File: src/rtl/codificador_teclado_pkg.sv
// codificador_teclado_pkg: shared BCD widths, FSM states and keypad helpers
package codificador_teclado_pkg;
  localparam int BCD_W = 4;
  localparam logic [BCD_W-1:0] MAX_SEC_TENS = 4'd5;
  typedef enum logic [1:0] {
    ST_IDLE         = 2'd0,
    ST_DEBOUNCE     = 2'd1,
    ST_WAIT_RELEASE = 2'd2
  } estado_t;
  function automatic logic es_onehot(input logic [9:0] v);
    return (v != 10'd0) && ((v & (v - 10'd1)) == 10'd0);
  endfunction
  function automatic logic [BCD_W-1:0] codifica(input logic [9:0] v);
    logic [BCD_W-1:0] c;
    c = '0;
    for (int k = 0; k < 10; k++) c = c | (v[k] ? BCD_W'(k) : '0);
    return c;
  endfunction
endpackage

File: src/rtl/sincronizador_2ff.sv
// sincronizador_2ff: two-flop synchroniser with synchronous active-low reset
module sincronizador_2ff #(
  parameter int W = 1
) (
  input  logic         clk,
  input  logic         rst_n,
  input  logic [W-1:0] d,
  output logic [W-1:0] q
);
  logic [W-1:0] meta;
  always_ff @(posedge clk)
    if (!rst_n) {q, meta} <= '0;
    else        {q, meta} <= {meta, d};
endmodule

File: src/rtl/codificador_teclado.sv
// codificador_teclado: debounced 10-key keypad encoder shifting BCD digits into an M:SS entry
module codificador_teclado
  import codificador_teclado_pkg::*;
#(
  parameter int DEBOUNCE_CYCLES = 4,
  parameter int CNT_W           = 3
) (
  input  logic             clk,
  input  logic             rst_n,
  input  logic [9:0]       keypad,
  input  logic             load_en,
  input  logic             clear_in,
  output logic [BCD_W-1:0] min,
  output logic [BCD_W-1:0] sec_tens,
  output logic [BCD_W-1:0] sec_ones,
  output logic             digit_valid,
  output logic             entry_nonzero
);
  logic [9:0]       keypad_s;
  estado_t          estado;
  logic [BCD_W-1:0] code;
  logic [CNT_W-1:0] cnt;
  logic [1:0]       warm;
  logic             armed;
  sincronizador_2ff #(.W(10)) u_sync (.clk(clk), .rst_n(rst_n), .d(keypad), .q(keypad_s));
  assign entry_nonzero = |{min, sec_tens, sec_ones};
  // a key already held through reset must be seen released before it can be captured
  always_ff @(posedge clk) begin
    if (!rst_n) begin
      {min, sec_tens, sec_ones} <= '0;
      digit_valid <= 1'b0;
      estado <= ST_IDLE;
      code <= '0;
      cnt <= '0;
      warm <= '0;
      armed <= 1'b0;
    end else begin
      warm <= {warm[0], 1'b1};
      armed <= armed | (warm[1] & ~|keypad_s);
      digit_valid <= 1'b0;
      if (clear_in) begin
        {min, sec_tens, sec_ones} <= '0;
        estado <= ST_WAIT_RELEASE;
      end else begin
        case (estado)
          ST_IDLE:
            if (armed && load_en && es_onehot(keypad_s)) begin
              code <= codifica(keypad_s);
              cnt <= CNT_W'(1);
              estado <= ST_DEBOUNCE;
            end
          ST_DEBOUNCE:
            if (keypad_s != (10'd1 << code) || !load_en) estado <= ST_WAIT_RELEASE;
            else if (cnt == CNT_W'(DEBOUNCE_CYCLES - 1)) begin
              min <= sec_tens;
              sec_tens <= (sec_ones > MAX_SEC_TENS) ? MAX_SEC_TENS : sec_ones;
              sec_ones <= code;
              digit_valid <= 1'b1;
              estado <= ST_WAIT_RELEASE;
            end else cnt <= cnt + 1'b1;
          ST_WAIT_RELEASE:
            if (~|keypad_s) estado <= ST_IDLE;
          default: estado <= ST_IDLE;
        endcase
      end
    end
  end
endmodule
File: config.mk
export PLATFORM = sky130hd
export DESIGN_NAME = codificador_teclado
export DESIGN_NICKNAME = d
export VERILOG_FILES = /design/src/rtl/codificador_teclado_pkg.sv /design/src/rtl/sincronizador_2ff.sv /design/src/rtl/codificador_teclado.sv
export SDC_FILE = /design/constraint.sdc
export NUM_CORES = 1
export LEC_CHECK = 0
export ABC_AREA = 1
export BUFFER_PORTS_ARGS = -buffer_cell sky130_fd_sc_hd__clkbuf_2
export CAP_MARGIN = 20
export CORE_MARGIN = 1.5
export CORE_UTILIZATION = 40
export DETAILED_ROUTE_END_ITERATION = 12
export GPL_TIMING_DRIVEN = 0
export PLACE_DENSITY = 0.63
export SETUP_SLACK_MARGIN = 0.1
export SYNTH_ARGS = -nofsm -noshare
export SYNTH_HDL_FRONTEND = slang
export SYNTH_SLANG_ARGS = --single-unit
File: constraint.sdc
create_clock -name clk -period 2 [get_ports clk]
set_clock_uncertainty 0.1 [all_clocks]
set_input_delay 0.3 -clock clk [delete_from_list [all_inputs] [get_ports clk]]
set_output_delay 0.3 -clock clk [all_outputs]
set_load 0.1 [all_outputs]
==> results.py <==
metrics = {
    "status": {
        "status": "finished clean",
    },
    "placed_design": {
        "portBuffers": 27,
        "hpwl_um": 3400,
        "routabilityCongestion": 0.859,
    },
    "logic_synthesis": {
        "synth-seq-cells": 45,
        "seq_area_frac_synth": 0.425,
        "syn_nets": 336,
        "avgSynthCellArea_um2": 6.63,
        "syn_area_mm2": 0.00212,
        "synth.distinct_cells": 25,
        "ys.warnings.count": 0,
        "synthCells": 320,
    },
    "timing": {
        "min_period_ns": 1.80,
        "drv_slew": 0,
        "hold_violations": 0,
        "rsz0062_at_grt": "true",
        "slew_headroom": 0.641,
        "fin_tns_setup_ns": 0,
        "tightest_slew_ns": 0.540,
        "clock.fmax_mhz": 556,
        "period_share": 0.899,
        "setup_violations": 0,
        "hold_ws_ns": 0.0485,
    },
    "final_layout": {
        "nets": 375,
        "fillCellCount": 522,
        "drive_above_1_share": 0.234,
        "layout_commonest_cell": "nand2_1",
        "area_growth_pct": 24.9,
        "mostFrequentLayoutCells": "nand2_1 (79), inv_1 (54), dfxtp_1 (37), nor2_1 (35), clkbuf_2 (27)",
        "antennaDiodeCount": 0,
    },
    "clocking": {
        "cts_tree": "built",
        "cts-hold-fix-buffers": 0,
        "clkSlewWorstSetupHoldPaths_ns": 0.09,
        "cts_root_buffer": "clkbuf_8",
        "clk_latency_ns": 0.29,
        "cts_htree_levels": 2,
        "cts_buffers": 5,
        "clockBufferDepth": 2,
        "clock_sinks": 45,
    },
    "global_routing": {
        "grt_pass1_vias": 1808,
        "grt_overflow_total": 0,
        "grt_use_total": 0.175,
        "grt_pass1_wl_um": 7750,
        "grt_max_degree": 14,
        "antenna_found_initial": 0,
    },
    "min_path": {
        "hold_depth": 1,
        "hold_class": "in2reg",
    },
    "die": {
        "initial_core_util": 0.415,
        "coreArea_mm2": 0.00511,
        "die_area_mm2": 0.00575,
        "die_w_um": 75.8,
        "rows": 26,
        "die_height_um": 75.8,
        "io_pins": 28,
    },
    "pwr": {
        "power_density_mw_per_mm2": 664,
        "p_leak_nw": 1.36,
        "peakVddDrop_mv": 0.424,
    },
    "flow_run": {
        "maxCapViolations": 0,
    },
    "routing": {
        "avgRoutedWirePerCell_um": 10.4,
        "viasPerCell": 4.63,
        "drcViolationCount": 0,
        "vias": 1986,
        "drt-initial-drc-count": 75,
        "wl_um": 4480,
        "drtPass1Iterations": 4,
        "drtAntennaViolNets": 0,
    },
    "critical_path": {
        "crit_path_start_kind": "flip-flop",
        "critPathMaxFanout": 3,
        "cp-end-kind": "output pin",
        "path_class": "reg2out",
        "cp.required_ns": 1.60,
        "crit_arrival_ns": 1.40,
        "rr_worst_depth": 11,
    },
}
## cell usage after synthesis
| cell type | n | share of area |
|---|---|---|
| inv_1 | 56 | 0.099 |
| nand3_4 | 1 | 0.0083 |
| a211o_1 | 1 | 0.0041 |
| buf_4 | 1 | 0.0035 |
| nand4_1 | 6 | 0.018 |
| nand2_1 | 85 | 0.15 |
| buf_1 | 1 | 0.0018 |
| xor2_1 | 1 | 0.0041 |
| a21oi_1 | 19 | 0.045 |
| nand3_1 | 19 | 0.045 |
| nand3_2 | 1 | 0.0047 |
| nor2_4 | 2 | 0.011 |
| nor2_2 | 7 | 0.021 |
| inv_2 | 2 | 0.0035 |
| nand3b_1 | 1 | 0.0035 |
| nor4_1 | 2 | 0.0059 |
| ha_1 | 2 | 0.012 |
| nor2_1 | 39 | 0.069 |
| buf_2 | 1 | 0.0024 |
| dfxtp_1 | 45 | 0.42 |
| nor3_1 | 16 | 0.038 |
| o21ai_0 | 8 | 0.019 |
| clkinv_1 | 1 | 0.0018 |
| clkbuf_1 | 2 | 0.0035 |
| nand2_2 | 1 | 0.0029 |
## metal layers
metal / wire [µm] / track usage
met5: 0 / 0
met4: 53 / 0.0536
met3: 141 / 0.0450
met2: 2160 / 0.303
met1: 2120 / 0.213
## through the flow
stage	worst slack [ns]	std cells	total power [mW]	utilization	cell area [µm²]
after global placement	0.0547	417	1.11	0.465	2370
after global routing	0.0594	429	1.84	0.519	2650
final	0.201	429	1.76	0.519	2650
after floorplan	0.135	320	1.07	-	2150
after detailed placement	0.0218	417	1.11	0.465	2370
after CTS	0.119	424	1.77	0.490	2500
## cells by family (layout without fill, tap and decap cells)
| logic type | after synthesis | count (layout) | share of synthesized area |
|---|---|---|---|
| AO/OA/AOI/OAI | 28 | 28 | 0.0678 |
| XOR/XNOR | 1 | 1 | 0.00413 |
| adder cells (fa/ha/maj) | 2 | 2 | 0.0118 |
| buffers and inverters | 64 | 103 | 0.116 |
| flip-flops | 45 | 45 | 0.425 |
| AND/OR/NAND/NOR | 180 | 180 | 0.376 |
## critical path, stage by stage (launching register included)
cell     delay (ns)
dfxtp_1        0.34
nor4_2         0.41
nand3_4        0.10
buf_4          0.25
## area by class of cell
class	instances	area, µm²	share of cell area
Multi-Input combinational cell	211	1110	0.419
Sequential cell	45	921	0.347
Inverter	59	224	0.0845
Timing Repair Buffer	32	175	0.0661
Tap cell	70	87.6	0.0330
Clock buffer	5	68.8	0.0260
Clock inverter	2	35.0	0.0132
Buffer	5	28.8	0.0109
## registers in the layout (all words and copies together) (netlist names)
name	count
digit_valid	1
armed	1
u_sync.q	10
sec_ones	4
u_sync.meta	10
cnt	3
warm	2
sec_tens	4
code	4
min	4
estado	2
## final timing paths
check                      start             to  slack [ns]
setup / recovery          min[2]  entry_nonzero        0.20
hold / removal             rst_n        warm[0]        0.05
setup reg to reg         code[0]    sec_tens[2]        0.22
hold reg to reg   u_sync.meta[7]    u_sync.q[7]        0.31
## power by group
part           switching [mW]  internal, mW  total, mW
Sequential             0.0186         0.919      0.938
Combinational           0.104        0.0625      0.167
Clock                   0.294         0.363      0.657
## repair_timing
action / CTS / global route
endpoints found under the setup margin: 12 / 21
gates resized for setup: 10 / 36
setup buffers: 0 / 5
pin swaps: 0 / 5
Note: power is estimated with default switching activity, not from simulation.
